===== config.mk =====
export PLATFORM = sky130hd
export DESIGN_NAME = maze_mem_arbiter
export DESIGN_NICKNAME = d
export VERILOG_FILES = /design/src/rtl/maze_mem_arbiter.sv
export SDC_FILE = /design/constraint.sdc
export NUM_CORES = 1
export LEC_CHECK = 0
export ABC_AREA = 0
export CELL_PAD_IN_SITES_DETAIL_PLACEMENT = 1
export CELL_PAD_IN_SITES_GLOBAL_PLACEMENT = 1
export CORE_UTILIZATION = 30
export CTS_CLUSTER_SIZE = 16
export DETAILED_ROUTE_END_ITERATION = 10
export GPL_ROUTABILITY_DRIVEN = 0
export GPL_TIMING_DRIVEN = 0
export MAX_ROUTING_LAYER = met4
export PLACE_DENSITY = 0.74
export RECOVER_POWER = 50
export SLEW_MARGIN = 20
export SYNTH_ARGS = -nofsm -noshare
export SYNTH_HDL_FRONTEND = slang
export SYNTH_SLANG_ARGS = --single-unit

===== constraint.sdc =====
create_clock -name clk -period 1.7 [get_ports clk]
set_input_delay 0.34 -clock clk [delete_from_list [all_inputs] [get_ports clk]]
set_output_delay 0.34 -clock clk [all_outputs]
set_load 0.005 [all_outputs]

===== src/rtl/maze_mem_arbiter.sv =====
// maze_mem_arbiter
//
// Arbitrates the single-port maze memory (one bit per maze cell) between the
// host loader and the solver controller, and contains a clear engine that
// zeroes every cell. This is the only driver of the memory pins.
//
// Ports:
//   clk, rst                  system clock, synchronous active-low reset
//   hReq/hWr/hAddr/hDin       host request (level, held until hAck)
//   hAck/hDout                host completion pulse and read data
//   sReq/sWr/sAddr/sDin       solver request, same protocol as host
//   sAck/sDout                solver completion pulse and read data
//   clr                       one-cycle pulse requesting a full clear
//   clrBusy/clrDone           clear pending-or-running / last-cell pulse
//   memLoc/memRd/memWr/memDin memory address, strobes, write data
//   memDout                   memory read data, valid the cycle after memRd
//
// One access takes three cycles: IDLE (grant + latch), ACCESS (strobe),
// RESP (ack + read data). On contention a round-robin pointer alternates.

module maze_mem_arbiter #(
  parameter int unsigned ADDR_W = 8
) (
  input  logic              clk,
  input  logic              rst,

  input  logic              hReq,
  input  logic              hWr,
  input  logic [ADDR_W-1:0] hAddr,
  input  logic              hDin,
  output logic              hAck,
  output logic              hDout,

  input  logic              sReq,
  input  logic              sWr,
  input  logic [ADDR_W-1:0] sAddr,
  input  logic              sDin,
  output logic              sAck,
  output logic              sDout,

  input  logic              clr,
  output logic              clrBusy,
  output logic              clrDone,

  output logic [ADDR_W-1:0] memLoc,
  output logic              memRd,
  output logic              memWr,
  output logic              memDin,
  input  logic              memDout
);

  typedef enum logic [1:0] {
    StIdle,
    StAccess,
    StResp,
    StClear
  } state_e;

  localparam logic [ADDR_W-1:0] CntLast = '1;

  state_e            state_q, state_d;
  logic              rr_q, rr_d;      // 0: host wins next contention, 1: solver
  logic              gnt_q, gnt_d;    // requester owning the current access
  logic [ADDR_W-1:0] addr_q, addr_d;
  logic              wr_q, wr_d;
  logic              din_q, din_d;
  logic [ADDR_W-1:0] cnt_q, cnt_d;
  logic              pend_q, pend_d;
  logic              hdout_q, hdout_d;
  logic              sdout_q, sdout_d;
  logic              pick_s;

  always_ff @(posedge clk) begin
    if (!rst) begin
      state_q <= StIdle;
      rr_q    <= 1'b0;
      gnt_q   <= 1'b0;
      addr_q  <= '0;
      wr_q    <= 1'b0;
      din_q   <= 1'b0;
      cnt_q   <= '0;
      pend_q  <= 1'b0;
      hdout_q <= 1'b0;
      sdout_q <= 1'b0;
    end else begin
      state_q <= state_d;
      rr_q    <= rr_d;
      gnt_q   <= gnt_d;
      addr_q  <= addr_d;
      wr_q    <= wr_d;
      din_q   <= din_d;
      cnt_q   <= cnt_d;
      pend_q  <= pend_d;
      hdout_q <= hdout_d;
      sdout_q <= sdout_d;
    end
  end

  always_comb begin
    state_d = state_q;
    rr_d    = rr_q;
    gnt_d   = gnt_q;
    addr_d  = addr_q;
    wr_d    = wr_q;
    din_d   = din_q;
    cnt_d   = cnt_q;
    pend_d  = pend_q;
    hdout_d = hdout_q;
    sdout_d = sdout_q;
    pick_s  = 1'b0;

    hAck    = 1'b0;
    sAck    = 1'b0;
    hDout   = hdout_q;
    sDout   = sdout_q;
    clrDone = 1'b0;
    memLoc  = '0;
    memRd   = 1'b0;
    memWr   = 1'b0;
    memDin  = 1'b0;

    unique case (state_q)
      StIdle: begin
        if (clr || pend_q) begin
          state_d = StClear;
          cnt_d   = '0;
          pend_d  = 1'b0;
        end else if (hReq || sReq) begin
          if (hReq && sReq) begin
            pick_s = rr_q;
            rr_d   = ~rr_q;
          end else begin
            pick_s = sReq;
          end
          gnt_d   = pick_s;
          addr_d  = pick_s ? sAddr : hAddr;
          wr_d    = pick_s ? sWr   : hWr;
          din_d   = pick_s ? sDin  : hDin;
          state_d = StAccess;
        end
      end

      StAccess: begin
        memLoc  = addr_q;
        memRd   = ~wr_q;
        memWr   = wr_q;
        memDin  = wr_q & din_q;
        if (clr) pend_d = 1'b1;
        state_d = StResp;
      end

      StResp: begin
        if (clr) pend_d = 1'b1;
        // Read data is passed straight through this cycle and held afterwards.
        if (gnt_q) begin
          sAck = 1'b1;
          if (!wr_q) begin
            sDout   = memDout;
            sdout_d = memDout;
          end
        end else begin
          hAck = 1'b1;
          if (!wr_q) begin
            hDout   = memDout;
            hdout_d = memDout;
          end
        end
        state_d = StIdle;
      end

      StClear: begin
        // clr is deliberately ignored here; a clear is already in progress.
        memWr  = 1'b1;
        memLoc = cnt_q;
        cnt_d  = cnt_q + 1'b1;
        if (cnt_q == CntLast) begin
          clrDone = 1'b1;
          state_d = StIdle;
        end
      end

      default: state_d = StIdle;
    endcase
  end

  assign clrBusy = pend_q | (state_q == StClear);

  rd_wr_exclusive_a: assert property (@(posedge clk) disable iff (!rst) !(memRd && memWr));

endmodule

**After elaboration in Yosys (flattened, before gate mapping)**

Cells that the tools add are included.

- Logic and storage cells: 68
- Bits of input ports: 26
- Register bits after elaboration: 25

- Mux-type cells: 32
- Equal/unequal tests: 8
- Bitwise operators: 5
- Add/subtract/negate cells: 1
- Reductions and logical operators: 12

Operators with widths:

| cell | count |
|---|---|
| $pmux W8 S2 | 2 |
| $mux W1 | 22 |
| $mux W8 | 2 |
| $add A8 B1 Y8 const B | 1 |
| $eq A8 B8 Y1 const B | 1 |
| $pmux W2 S4 | 1 |
| $mux W2 | 3 |
| $reduce_and A3 Y1 | 2 |
| $eq A2 B2 Y1 const B | 2 |
| $ne A2 B2 Y1 const B | 2 |
| $pmux W1 S2 | 2 |
| $reduce_and A2 Y1 | 2 |
| $reduce_and A4 Y1 | 1 |
| $reduce_bool A2 Y1 | 2 |
| $ne A3 B3 Y1 const B | 1 |
| $not A1 Y1 | 3 |
| $eq A2 B1 Y1 const B | 1 |
| $logic_not A2 Y1 | 1 |
| $logic_or A1 B1 Y1 | 2 |
| $ne A2 B1 Y1 const B | 1 |
| $reduce_or A2 Y1 | 1 |
| $and A1 B1 Y1 | 1 |
| $logic_and A1 B1 Y1 | 1 |
| $or A1 B1 Y1 | 1 |

**Depth between registers and ports, before layout**

Gate-level depths: netlist of run 1.

- Depth after elaboration: 6
- Gate-level depth with buffers: 7

**Least setup slack after synthesis of run 1**

Ideal clock, no wire load.

- Path kind: reg2reg
- Start: register state_q[0]
- End: register cnt_q[7]
- Path buffers: 0
- Cell stages (with the launch flop): 7
- Clock period less this slack: 1751 ps
- Arrival time: 1680 ps
- Library setup time: 71 ps
- Slack: -51 ps
- Path through: dfxtp_1 -> inv_1 -> ha_1 -> nor3b_2 -> or3_1 -> or3_1 -> a21oi_1

- Cells in the longest elaborated chain, start to end: 3

Ends and longest elaborated chain:

| element | line | text |
|---|---|---|
| start: declaration | 61 | `state_e state_q, state_d;` |
| start signal: assignment | 75 | `state_q <= StIdle;` |
| start signal: assignment | 86 | `state_q <= state_d;` |
| $eq A2 B2 Y1 or $logic_not A2 Y1 (tied branches) | 122 | `unique case (state_q)` |
| $reduce_bool A2 Y1 (no source line) or $ne A2 B2 Y1 (tied branches) | -- |  |
| $reduce_and A2 Y1 (no source line) | -- |  |
| end signal: assignment | 92 | `cnt_q <= cnt_d;` |
| end: declaration | 67 | `logic [ADDR_W-1:0] cnt_q, cnt_d;` |

Parallel ways exist; a longest one is shown, timed or not.
A chain may end at the register's enable or synchronous reset.

**Worst setup path in the final report of run 1**

- Start: register state_q[0]
- End: output hDout

- Cells in the longest elaborated chain, start to end: 2

Ends and longest elaborated chain:

| element | line | text |
|---|---|---|
| $eq A2 B2 Y1 | 122 |  |
| $mux W1 | 122 |  |
| end: declaration | 32 | `output logic hDout,` |

Every way passes these cells.

==> flow_summary.json, run 1 <==
{
  "async_reset_ff_share_pct": 0,
  "wl_per_cell_um": 16.8,
  "pwr-share-clk_pct": 12.9,
  "ant_nets": 0,
  "grt_use_total_pct": 19.8,
  "drcViolationCount": 0,
  "maxCapViolations": 0,
  "root_buffer": "clkbuf_8",
  "ys_seq_area_share_pct": 36.2,
  "combinationalPowerShare_pct": 57.4,
  "cts.sink_count": 25,
  "insertion_delay_ns": 0.27,
  "worstMarginPinSlew_ns": 0.469,
  "syn_area_mm2": 0.00138,
  "min_period_over_period_pct": 108,
  "antenna_cells": 0,
  "hp-class": "reg -> reg",
  "cts-buffers-inserted": 3,
  "r2r_slack_ns": -0.07,
  "htreeDepth": 1,
  "firstDrtPassIters": 4,
  "p_per_area_mw_per_mm2": 1210,
  "synth_seq_cells": 25,
  "clockBufferDepth": 2,
  "p_seq_share_pct": 29.7,
  "ctsHoldBuffers": 0,
  "synth-xor-area-share_pct": 3.80,
  "finalMaxSlewViolations": 0,
  "critPathLaunchType": "flip-flop",
  "coreArea_mm2": 0.00438,
  "reg2regPathDepth": 7,
  "fmax_mhz": 544,
  "relSlewSlack_pct": 68.6,
  "synthFlopType": "dfxtp_1",
  "synth-compound-area-share_pct": 17.2,
  "cell_internal_pwr_mw": 1.69,
  "status": "finished with violations",
  "die_area_mm2": 0.00488,
  "vdd_drop_max_mv": 0.470,
  "placementRows": 24,
  "die_h_um": 69.9,
  "fin_nets": 256,
  "port-buffer-count": 42,
  "whs_path_depth": 2,
  "overflow": 0,
  "num_vias": 1403,
  "fill_cells": 482,
  "grt_antenna_before_repair": 0,
  "first_global_vias": 1511,
  "skew_ns": 0.00383,
  "layout_setup_ws_ns": -0.138,
  "grt_pass1_wl_um": 7490,
  "total_power_mw": 2.79,
  "rr_startpoint": "state_q[0]",
  "worst_setup_path_end_kind": "primary output",
  "start_util_pct": 31.5,
  "setup_viol_count_final": 23,
  "worstPathRequired_ns": 1.36,
  "grt_max_degree": 15,
  "postSynthAreaPerCell_um2": 9.04,
  "crit_type": "reg -> out",
  "p_leak_nw": 0.956,
  "cts_tree": "built",
  "ioPinCount": 43,
  "wl_um": 4600,
  "synthMuxAreaShare_pct": 10.3,
  "synth_fp_nets": 186,
  "cp_max_fo": 4,
  "synth-simple-area-share_pct": 22.2,
  "arrival_ns": 1.50,
  "place_area_mm2": 0.00187,
  "rsz0062_at_grt": "true",
  "drive_above_1_share_pct": 41.4,
  "synth_top_family_by_area": "simple AND/OR/NAND/NOR gates",
  "layout_min_cycle_time_ns": 1.84,
  "violations": "setup timing",
  "holdPathEnd": "addr_q[3]",
  "drtIter0Drc": 75,
  "path_clk_slew_ns": 0.09,
  "ys_types": 42,
  "yosys.area_share.adder_pct": 6.33,
  "die_w_um": 69.9,
  "switchingPower_mw": 1.10,
  "p_sw_share_pct": 39.6,
  "dp_hpwl_um": 3130,
  "syn_inst": 153,
  "ys_warn_count": 0,
  "hold_viol_final": 0,
  "final_area_mm2": 0.00230,
  "synth-edff-count": 0,
  "r2r-end": "cnt_q[7]",
  "areaGrowthSynthToFinish_pct": 66.2,
  "hold_start": "addr_q[3]",
  "vias_per_cell": 5.12
}
[worst max-delay path, stage by stage, from the launching register on]
cell and delay [ns]:
dfxtp_4 0.37, inv_4 0.06, ha_4 0.14, nor3b_4 0.20
mux2_4 0.33, buf_6 0.12
[power by group through the flow]
stage               combinational [mW]  clock (mW)  sequential (mW)
floorplan                        0.656           0            0.785
global placement                 0.986           0            0.803
detailed placement                1.03           0            0.816
CTS                               1.37       0.370            0.826
global route                      1.73       0.401            0.847
finish                            1.60       0.360            0.829
[synth_stat cells, drive strengths merged (2+ instances only)]
| cell type | instances | area (um2) |
|---|---|---|
| xor2 | 2 | 17.5 |
| mux2 | 2 | 22.5 |
| a211oi | 10 | 80.1 |
| buf | 5 | 28.8 |
| nand2 | 8 | 30.0 |
| and2 | 3 | 18.8 |
| ha | 7 | 87.6 |
| o21ai | 5 | 25.0 |
| nor2b | 2 | 12.5 |
| or3 | 2 | 12.5 |
| dfxtp | 25 | 500 |
| a21oi | 3 | 15.0 |
| nor4b | 3 | 26.3 |
| nor3b | 3 | 27.5 |
| a22o | 8 | 71.3 |
| xnor2 | 4 | 35.0 |
| inv | 6 | 22.5 |
| mux2i | 12 | 120 |
| nor2 | 26 | 108 |
| nand3 | 2 | 10.0 |
[layout make-up]
type | instances | area (um2) | area share, %
clock inverters | 1 | 5.00 | 0.218
flip-flops and latches | 25 | 523 | 22.8
inverters | 6 | 25.0 | 1.09
clock buffers | 3 | 41.3 | 1.80
plain buffers | 5 | 42.5 | 1.85
well taps | 52 | 65.1 | 2.83
multi-input cells | 116 | 1040 | 45.3
repair buffers | 66 | 554 | 24.1
[metal layers]
metal  global-route usage [%]  up-vias  part of all wire, %
met1                     22.9      678                   43
met3                     2.02        8                  2.9
met2                     36.5       32                   53
li1                         -      685                    -
met4                     4.89        0                  1.5
met5                        -        -                    0
[stage by stage]
step	hold WS, ns	setup slack [ns]	std cells	util [%]	setup TNS [ns]
finish	0.500	-0.138	274	52.4	-1.08
global route	0.538	-0.191	274	52.4	-2.64
CTS	0.504	-0.141	270	49.5	-0.613
detailed placement	0.498	-0.396	247	42.7	-10.17
global placement	0.479	-0.371	247	42.7	-7.77
floorplan	0.462	0.0408	153	-	0
[cells by family after synthesis]
| group | after synthesis |
|---|---|
| AOI/OAI and AO/OA | 32 |
| xor gates and xnor gates | 6 |
| adders and majority gates | 7 |
| buffers and inverters | 12 |
| DFF | 25 |
| muxes | 14 |
| and+or+nand+nor | 57 |
[registers in the layout (all words and copies together), names as in the netlist]
name / cells
hdout_q: 1
wr_q: 1
rr_q: 1
cnt_q: 8
addr_q: 8
gnt_q: 1
sdout_q: 1
din_q: 1
pend_q: 1
state_q: 2
[worst max path at each step]
stage	start	endpoint	slack, ns	depth (start not counted)
after floorplan	state_q[0]	cnt_q[7]	0.04	6
after global placement	state_q[1]	memLoc[0]	-0.37	5
after detailed placement	state_q[0]	hDout	-0.40	5
after CTS	state_q[0]	hDout	-0.14	5
after global routing	state_q[0]	hDout	-0.19	5
final	state_q[0]	hDout	-0.14	5
[cells in the final DEF (no fill, tap or decap), types with 4 or more instances in the layout]
cell type,count
a211oi_1,5
a211oi_2,5
a22o_1,7
buf_2,11
buf_4,21
buf_6,9
clkdlybuf4s50_1,25
dfxtp_1,17
dfxtp_4,5
ha_4,5
inv_1,4
mux2i_1,12
nand2_1,8
nor2_1,22
xnor2_1,4
[what timing repair did]
action                     CTS  global route
cloned                       2             0
setup buffers               18             4
pin swaps                   16            12
gates resized for setup    105            24
setup endpoints to repair   34            37
No activity file was read; power rests on OpenSTA's default activity.
==> inputs of run 2 (changes only) <==
- CORE_ASPECT_RATIO: unset -> 1.5
==> run 2 against run 1 <==
The flow finishes with violations (DRC, setup timing). Maximum frequency grew 0.40%. Sequential power is 2.9% higher. Register-to-register slack about the same. Sequential cell count is the same. Global-route usage rose by 2.3 points. Clock skew grew 0.0069 ns. Largest cell class unchanged.
==> flow_summary.json, run 2 (synthesis results as in run 1) <==
{
  "status": "finished with violations",
  "violations": "DRC, setup timing",
  "crit_path_top_delay_cell": "dfxtp_4",
  "skew_ns": 0.0108,
  "ant_nets": 0,
  "crit_type": "reg -> out",
  "p_leak_nw": 0.972,
  "r2r_slack_ns": -0.06,
  "fin_nets": 259,
  "holdPathEnd": "addr_q[7]",
  "setup_viol_count_final": 26,
  "path_cells": "inv_4, ha_4, nor3b_4, mux2_4, buf_6",
  "htreeDepth": 1,
  "layout_setup_ws_ns": -0.131,
  "r2r-end": "cnt_q[7]",
  "total_power_mw": 2.96,
  "hp-class": "reg -> reg",
  "crit_buf_inv": 2,
  "p_per_area_mw_per_mm2": 1260,
  "firstDrtPassIters": 7,
  "regArea_um2": 523,
  "wl_um": 4940,
  "overflow": 0,
  "fmax_mhz": 546,
  "drive_above_1_share_pct": 44.9,
  "areaGrowthSynthToFinish_pct": 69.9,
  "whs_path_depth": 2,
  "clockBufferDepth": 2,
  "drtIter0Drc": 22,
  "rsz0062_at_grt": "true",
  "slowest_delay_ns": 0.38,
  "ctsHoldBuffers": 0,
  "worst_setup_path_end_kind": "primary output",
  "reg.largest.list": "addr_q (8), cnt_q (8), state_q (2)",
  "cp_max_fo": 5,
  "multiInputGateArea_mm2": 0.00106,
  "port-buffer-count": 42,
  "vias_per_cell": 5.27,
  "hold_start": "addr_q[7]",
  "first_global_vias": 1570,
  "insertion_delay_ns": 0.28,
  "cts.sink_count": 25,
  "hold_viol_final": 0,
  "die_area_mm2": 0.00489,
  "relSlewSlack_pct": 73.8,
  "rr_startpoint": "state_q[1]",
  "die_w_um": 57.4,
  "worstPathRequired_ns": 1.36,
  "place_ws_ns": -0.426,
  "final_common_cell": "clkdlybuf4s50_1",
  "worstMarginPinSlew_ns": 0.392,
  "drcViolationCount": 1,
  "grt_antenna_before_repair": 0,
  "fill_cells": 486,
  "layout_common_cells": "clkdlybuf4s50_1, buf_4, nor2_1, dfxtp_1, buf_6",
  "antenna_cells": 0,
  "grt_pass1_wl_um": 7940,
  "cts-buffers-inserted": 3,
  "reg2regPathDepth": 7,
  "die_h_um": 85.1,
  "start_util_pct": 32.0,
  "vdd_drop_max_mv": 0.493,
  "path_clk_slew_ns": 0.10,
  "grt_use_total_pct": 22.1,
  "layout_min_cycle_time_ns": 1.83,
  "placementRows": 29,
  "arrival_ns": 1.49,
  "grt_max_degree": 16,
  "coreArea_mm2": 0.00432,
  "path_delay_family": "flip-flops",
  "num_vias": 1427,
  "cts_tree": "built",
  "dp_hpwl_um": 3080,
  "ioPinCount": 43,
  "hold_ws_ns": 0.525,
  "root_buffer": "clkbuf_8",
  "maxCapViolations": 0,
  "finalMaxSlewViolations": 0,
  "wl_per_cell_um": 18.2,
  "critPathLaunchType": "flip-flop",
  "min_period_over_period_pct": 108
}
-- run 2: cell count changes in the layout (fill, tap and decap cells not counted), sizes merged --
cell      change
clkinvlp      +1
clkinv        -1
buf           -1
clkbuf        +4
-- run 2: timing repair --
action / 4_1_cts / 5_1_grt
gates resized for setup: 99 / 40
pin swaps: 17 / 14
setup buffers: 19 / 6
gates cloned: 2 / 0
setup endpoints to repair: 35 / 35
-- run 2: area by class of cell --
cell class              count  share of cell area (%)
well taps                  46                    2.45
plain buffers               5                    1.97
multi-input cells         116                    45.0
repair buffers             69                    25.0
inverters                   6                    1.17
clock buffers               3                    1.76
flip-flops and latches     25                    22.3
clock inverters             1                   0.320
-- run 2: worst min-delay path, delay by kind of cell (launching register included) --
| family | cells | cell delay, ns |
|---|---|---|
| DFF | 1 | 0.33 |
| AOI/OAI and AO/OA | 1 | 0.04 |
| and+or+nand+nor | 1 | 0.12 |
-- run 2: worst max-delay path by stage --
stage	end	cells after the start	slack, ns	startpoint
after CTS	hDout	5	-0.15	state_q[0]
final	hDout	5	-0.13	state_q[0]
after floorplan	cnt_q[7]	6	0.04	state_q[0]
after detailed placement	memLoc[7]	5	-0.43	state_q[1]
after global routing	hDout	5	-0.20	state_q[0]
after global placement	memLoc[1]	6	-0.40	state_q[1]
-- run 2: metal layers --
metal / track usage, % / part of all wire [%] / up-vias
met2: 41.0 / 57 / 35
met1: 23.5 / 39 / 702
met3: 1.68 / 2.2 / 4
met5: - / 0 / -
met4: 8.87 / 1.2 / 0
li1: - / - / 686
-- run 2: power by group --
group	internal (mW)	switching, mW
sequential	0.709	0.144
clock	0.166	0.212
combinational	0.895	0.834
total	1.77	1.19
-- run 2: per-stage QoR --
step | std cells | utilization (%) | TNS [ns] | cell area [um2]
finish | 271 | 54.4 | -1.44 | 2350
detailed placement | 241 | 43.2 | -10.15 | 1870
global route | 271 | 54.4 | -3.10 | 2350
CTS | 265 | 50.8 | -0.796 | 2190
floorplan | 153 | - | 0 | 1390
global placement | 241 | 43.2 | -8.78 | 1870
